### src/rtl/sipo_frame_rx_if.sv
// rtl/sipo_frame_rx_if.sv - control, serial input and output-handshake bundle for sipo_frame_rx
interface sipo_frame_rx_if #(
  parameter int DW = 32
);
  logic          enable;
  logic          sipo_start;
  logic          sipo_bit_valid;
  logic          sipo_serial_in;
  logic          sipo_ovr_clr;
  logic          data_ready;
  logic [DW-1:0] data_out;
  logic          data_valid;
  logic          sipo_frame_done_tick;
  logic          sipo_overrun;
  logic          sipo_busy;

  modport master (
    output enable, sipo_start, sipo_bit_valid, sipo_serial_in, sipo_ovr_clr, data_ready,
    input  data_out, data_valid, sipo_frame_done_tick, sipo_overrun, sipo_busy
  );

  modport slave (
    input  enable, sipo_start, sipo_bit_valid, sipo_serial_in, sipo_ovr_clr, data_ready,
    output data_out, data_valid, sipo_frame_done_tick, sipo_overrun, sipo_busy
  );
endinterface

### src/rtl/sipo_frame_rx.sv
// rtl/sipo_frame_rx.sv - MSB-first serial frame receiver with valid/ready output register
module sipo_frame_rx #(
  parameter int DW = 32,
  parameter int CW = 6
) (
  input  logic           clk,
  input  logic           reset,
  sipo_frame_rx_if.slave bus
);
  typedef enum logic {IDLE = 1'b0, SHIFT = 1'b1} state_t;

  state_t        state_q, state_d;
  logic [CW-1:0] cnt_q, cnt_d;
  logic [DW-1:0] shift_q, shift_d;
  logic [DW-1:0] data_q;
  logic          valid_q;
  logic          tick_q;
  logic          ovr_q;
  logic          last_bit;
  logic          store;
  logic          drop;

  always_comb begin
    state_d  = state_q;
    cnt_d    = cnt_q;
    shift_d  = shift_q;
    last_bit = 1'b0;
    if (bus.enable) begin
      unique case (state_q)
        IDLE: begin
          if (bus.sipo_start) begin
            state_d = SHIFT;
            cnt_d   = '0;
          end
        end
        SHIFT: begin
          // A start inside a frame restarts it; the bit on that cycle is dropped.
          if (bus.sipo_start) begin
            cnt_d = '0;
          end else if (bus.sipo_bit_valid) begin
            shift_d = {shift_q[DW-2:0], bus.sipo_serial_in};
            if (cnt_q == CW'(DW - 1)) begin
              last_bit = 1'b1;
              state_d  = IDLE;
              cnt_d    = '0;
            end else begin
              cnt_d = cnt_q + CW'(1);
            end
          end
        end
        default: state_d = IDLE;
      endcase
    end
  end

  assign store = last_bit && (!valid_q || bus.data_ready);
  assign drop  = last_bit && valid_q && !bus.data_ready;

  always_ff @(posedge clk or negedge reset) begin
    if (!reset) begin
      state_q <= IDLE;
      cnt_q   <= '0;
      shift_q <= '0;
      data_q  <= '0;
      valid_q <= 1'b0;
      tick_q  <= 1'b0;
      ovr_q   <= 1'b0;
    end else begin
      state_q <= state_d;
      cnt_q   <= cnt_d;
      shift_q <= shift_d;
      tick_q  <= store;
      if (store) begin
        data_q  <= shift_d;
        valid_q <= 1'b1;
      end else if (bus.data_ready) begin
        valid_q <= 1'b0;
      end
      // Set has priority over clear so a drop on the clearing cycle is not lost.
      if (drop) begin
        ovr_q <= 1'b1;
      end else if (bus.sipo_ovr_clr) begin
        ovr_q <= 1'b0;
      end
    end
  end

  assign bus.data_out             = data_q;
  assign bus.data_valid           = valid_q;
  assign bus.sipo_frame_done_tick = tick_q;
  assign bus.sipo_overrun         = ovr_q;
  assign bus.sipo_busy            = (state_q == SHIFT);
endmodule

### src/flat_wrapper.sv
// flat-port wrapper written by rule: the top's interface ports become plain ports
module sipo_frame_rx_flat 
#(
  parameter int DW = 32,
  parameter int CW = 6
)
  (clk, reset, bus_enable, bus_sipo_start, bus_sipo_bit_valid, bus_sipo_serial_in, bus_sipo_ovr_clr, bus_data_ready, bus_data_out, bus_data_valid, bus_sipo_frame_done_tick, bus_sipo_overrun, bus_sipo_busy);
  sipo_frame_rx_if #(.DW(DW)) bus_i ();
  input  logic clk;
  input  logic reset;
  input wire logic [$bits(bus_i.enable)-1:0] bus_enable;
  input wire logic [$bits(bus_i.sipo_start)-1:0] bus_sipo_start;
  input wire logic [$bits(bus_i.sipo_bit_valid)-1:0] bus_sipo_bit_valid;
  input wire logic [$bits(bus_i.sipo_serial_in)-1:0] bus_sipo_serial_in;
  input wire logic [$bits(bus_i.sipo_ovr_clr)-1:0] bus_sipo_ovr_clr;
  input wire logic [$bits(bus_i.data_ready)-1:0] bus_data_ready;
  output wire logic [$bits(bus_i.data_out)-1:0] bus_data_out;
  output wire logic [$bits(bus_i.data_valid)-1:0] bus_data_valid;
  output wire logic [$bits(bus_i.sipo_frame_done_tick)-1:0] bus_sipo_frame_done_tick;
  output wire logic [$bits(bus_i.sipo_overrun)-1:0] bus_sipo_overrun;
  output wire logic [$bits(bus_i.sipo_busy)-1:0] bus_sipo_busy;
  assign bus_i.enable = bus_enable;
  assign bus_i.sipo_start = bus_sipo_start;
  assign bus_i.sipo_bit_valid = bus_sipo_bit_valid;
  assign bus_i.sipo_serial_in = bus_sipo_serial_in;
  assign bus_i.sipo_ovr_clr = bus_sipo_ovr_clr;
  assign bus_i.data_ready = bus_data_ready;
  assign bus_data_out = bus_i.data_out;
  assign bus_data_valid = bus_i.data_valid;
  assign bus_sipo_frame_done_tick = bus_i.sipo_frame_done_tick;
  assign bus_sipo_overrun = bus_i.sipo_overrun;
  assign bus_sipo_busy = bus_i.sipo_busy;
  sipo_frame_rx #(.DW(DW), .CW(CW)) u_core (.clk(clk), .reset(reset), .bus(bus_i));
endmodule
### config.mk
export PLATFORM = sky130hd
export DESIGN_NAME = sipo_frame_rx_flat
export DESIGN_NICKNAME = d
export VERILOG_FILES = /design/src/rtl/sipo_frame_rx_if.sv /design/src/rtl/sipo_frame_rx.sv /design/src/flat_wrapper.sv
export SDC_FILE = /design/constraint.sdc
export NUM_CORES = 1
export LEC_CHECK = 0
export BUFFER_PORTS_ARGS = -buffer_cell sky130_fd_sc_hd__buf_2
export CAP_MARGIN = 20
export CORE_UTILIZATION = 40
export DETAILED_ROUTE_END_ITERATION = 7
export HOLD_SLACK_MARGIN = 0.06
export SYNTH_ARGS = -nofsm -noshare
export SYNTH_HDL_FRONTEND = slang
export SYNTH_SLANG_ARGS = --single-unit
### constraint.sdc
create_clock -name clk -period 3 [get_ports clk]
set_input_delay 0.45 -clock clk [delete_from_list [all_inputs] [get_ports clk]]
set_output_delay 0.45 -clock clk [all_outputs]
set_load 0.01 [all_outputs]
==> flow_summary.json <==
{
  "reg2reg_depth": 6,
  "path_class": "reg -> reg",
  "insertion_delay_ps": 330,
  "cp_cell_sequence": "ha_1 -> nand3_1 -> or3b_1 -> nor3b_4 -> buf_4 -> mux2_2",
  "fin_setup_tns_ps": 0,
  "pre_cts_ws_ps": 665,
  "fmax_mhz": 431,
  "ant_nets": 0,
  "hold_buffers": 0,
  "synth-async-reset-ratio": 1.00,
  "hpwlAfterDp_um": 2830,
  "overflow": 0,
  "power.total_uw": 1870,
  "rows": 30,
  "coreArea_um2": 6830,
  "vias": 1578,
  "yosys_warnings": 0,
  "synth_area_leaders": "dfrtp_1 64%, mux2_2 25%, nand2_1 1.2%, buf_6 1.2%, o21ai_0 1.1%",
  "area_growth_pct": 17.7,
  "cp-end-kind": "register",
  "ys_types": 28,
  "cts_resized": 0,
  "wl_per_cell_um": 13.3,
  "grt_use_total": 0.131,
  "hold_violations": 0,
  "grt_use_met1": 0.187,
  "slew_viol_final": 0,
  "power_frac_comb": 0.058,
  "antennaDiodeCount": 0,
  "cp_max_fo": 33,
  "post-synth-top-count-cell": "dfrtp_1",
  "cp-startpoint": "u_core.cnt_q[0]$_DFFE_PN0P_",
  "p_leak_uw": 0.00175,
  "clock_skew_ps": 10.4,
  "top_usage_layer": "met2",
  "syn_avg_cell_area_um2": 15.4,
  "post-route-drc-count": 0,
  "multi_input_area_um2": 960,
  "initialDrtViolationCount": 41,
  "synth-edff-count": 0,
  "ys_ff_latch": 73,
  "holdWs_ps": 173,
  "irDropWorstVdd_mv": 0.276,
  "ys_top_cells_by_count": "73 x dfrtp_1, 62 x mux2_2, 9 x nand2_1",
  "hp-class": "in -> async",
  "grt_pass1_vias": 1570,
  "clk_pin_slew_ps": 80,
  "rsz0062_at_grt": "false",
  "switching_share": 0.231,
  "via_per_inst": 4.71,
  "synthFlopType": "dfrtp_1",
  "ys_seq_area_frac": 0.643,
  "root_buffer": "clkbuf_8",
  "start_util": 0.416,
  "syn_area_um2": 2840,
  "grt_pass1_wl_um": 7450,
  "seqPwrFrac": 0.578,
  "fill_cells": 649,
  "gp_congestion": 0.796,
  "fp.dieH_um": 86.3,
  "chipWidth_um": 86.3,
  "synth_area_leader_cell": "dfrtp_1",
  "power.density_nw_per_um2": 560,
  "layout-drive-gt1-share": 0.527,
  "stdcell_count": 335,
  "clockBufferDepth": 2,
  "final_nets": 243,
  "cts_setup_buffers": 0,
  "port_buffers": 43,
  "slowest_stage": "or3b_1",
  "antenna_found_initial": 0,
  "syn_inst": 184,
  "cp.arrival_ps": 2520,
  "maxCapViolations": 0,
  "tightest_slew_ps": 709,
  "status": "complete, no violations",
  "cp.required_ps": 3210,
  "p_sw_uw": 433,
  "grt_max_degree": 44,
  "seq_area_um2": 1830,
  "place_inst": 319,
  "io_pins": 44,
  "power.share.clock": 0.365,
  "layout_min_cycle_time_ps": 2320,
  "synth.net_count": 193,
  "maxSlewHeadroom": 0.527,
  "met2_usage": 0.190,
  "cts_tree": "built",
  "drt_pass1_iterations": 3,
  "die-area_um2": 7440,
  "r2r-start": "u_core.cnt_q[0]$_DFFE_PN0P_",
  "worst_slack_ps": 681,
  "cts_buffers": 9,
  "drt-total-wl_um": 4470,
  "internal-power_uw": 1440,
  "slowest_delay_ps": 480,
  "setup_viol_count_final": 0,
  "fin_crit_sh": 0.773,
  "clkSinkCount": 73,
  "use_met3": 0.0324,
  "crit_path_start_kind": "register",
  "h-tree-depth": 3,
  "synth.top_cell.area_share": 0.643
}
cell families after synthesis:
kind of cell | count (synthesis) | share of synthesized area
and+or+nand+nor | 25 | 0.0507
buffers and inverters | 8 | 0.0189
AOI/OAI and AO/OA | 14 | 0.0330
DFF | 73 | 0.643
adders and majority gates | 1 | 0.00440
muxes | 63 | 0.250
critical path: cells and delay by family, from the launching register on:
family,cells,cell delay (ps)
and+or+nand+nor,3,780
buffers and inverters,1,420
DFF,1,400
adders and majority gates,1,210
muxes,1,380
routing by layer:
metal | share of wire | routed length, um
met1 | 0.52 | 2330
met2 | 0.42 | 1860
met3 | 0.045 | 199
met4 | 0.017 | 74
met5 | 0 | 0
stage by stage:
stage / instance area, um2 / util
after floorplan: 2840 / -
after global placement: 3160 / 0.463
after detailed placement: 3160 / 0.463
after CTS: 3340 / 0.489
after global routing: 3340 / 0.489
final: 3340 / 0.489
registers in the layout (all words and copies together), names as in the netlist:
name                             flops
u_core.bus.data_out                 32
u_core.bus.data_valid                1
u_core.cnt_q                         6
u_core.shift_q                      31
u_core.bus.sipo_busy                 1
u_core.bus.sipo_frame_done_tick      1
u_core.bus.sipo_overrun              1
placed cells by master, fill, tap and decap left out, types with 2 or more instances in the layout:
cell,n
mux2_2,62
clkbuf_8,11
clkinvlp_4,3
buf_4,2
nand2b_1,3
nand3_1,5
o21ai_0,6
nand2_1,9
dfrtp_1,73
buf_2,43
path summary, 6_finish.rpt:
check / endpoint / slack, ps
max: u_core.bus.data_out[12]$_DFFE_PN0P_ / 680
min: u_core.bus.data_out[24]$_DFFE_PN0P_ / 170
max reg2reg: u_core.bus.data_out[12]$_DFFE_PN0P_ / 680
min reg2reg: u_core.bus.data_out[10]$_DFFE_PN0P_ / 480
max in group asynchronous: u_core.shift_q[9]$_DFF_PN0_ / 2160
min in group clk: u_core.bus.sipo_overrun$_DFFE_PN0P_ / 300
cell type report:
cell class,count,share of cell area
Inverter,1,0.00112
Tap cell,96,0.0359
Clock inverter,4,0.00823
Sequential cell,73,0.546
Clock buffer,12,0.0464
Multi-Input combinational cell,103,0.287
Timing Repair Buffer,46,0.0749
power groups by stage:
stage / sequential [uW] / combinational [uW] / clock (uW)
after floorplan: 1090 / 72.3 / 0
after global placement: 1100 / 109 / 0
after detailed placement: 1100 / 110 / 0
after CTS: 1080 / 111 / 718
after global routing: 1090 / 123 / 762
final: 1080 / 108 / 683
No activity file was read; power rests on OpenSTA's default activity.
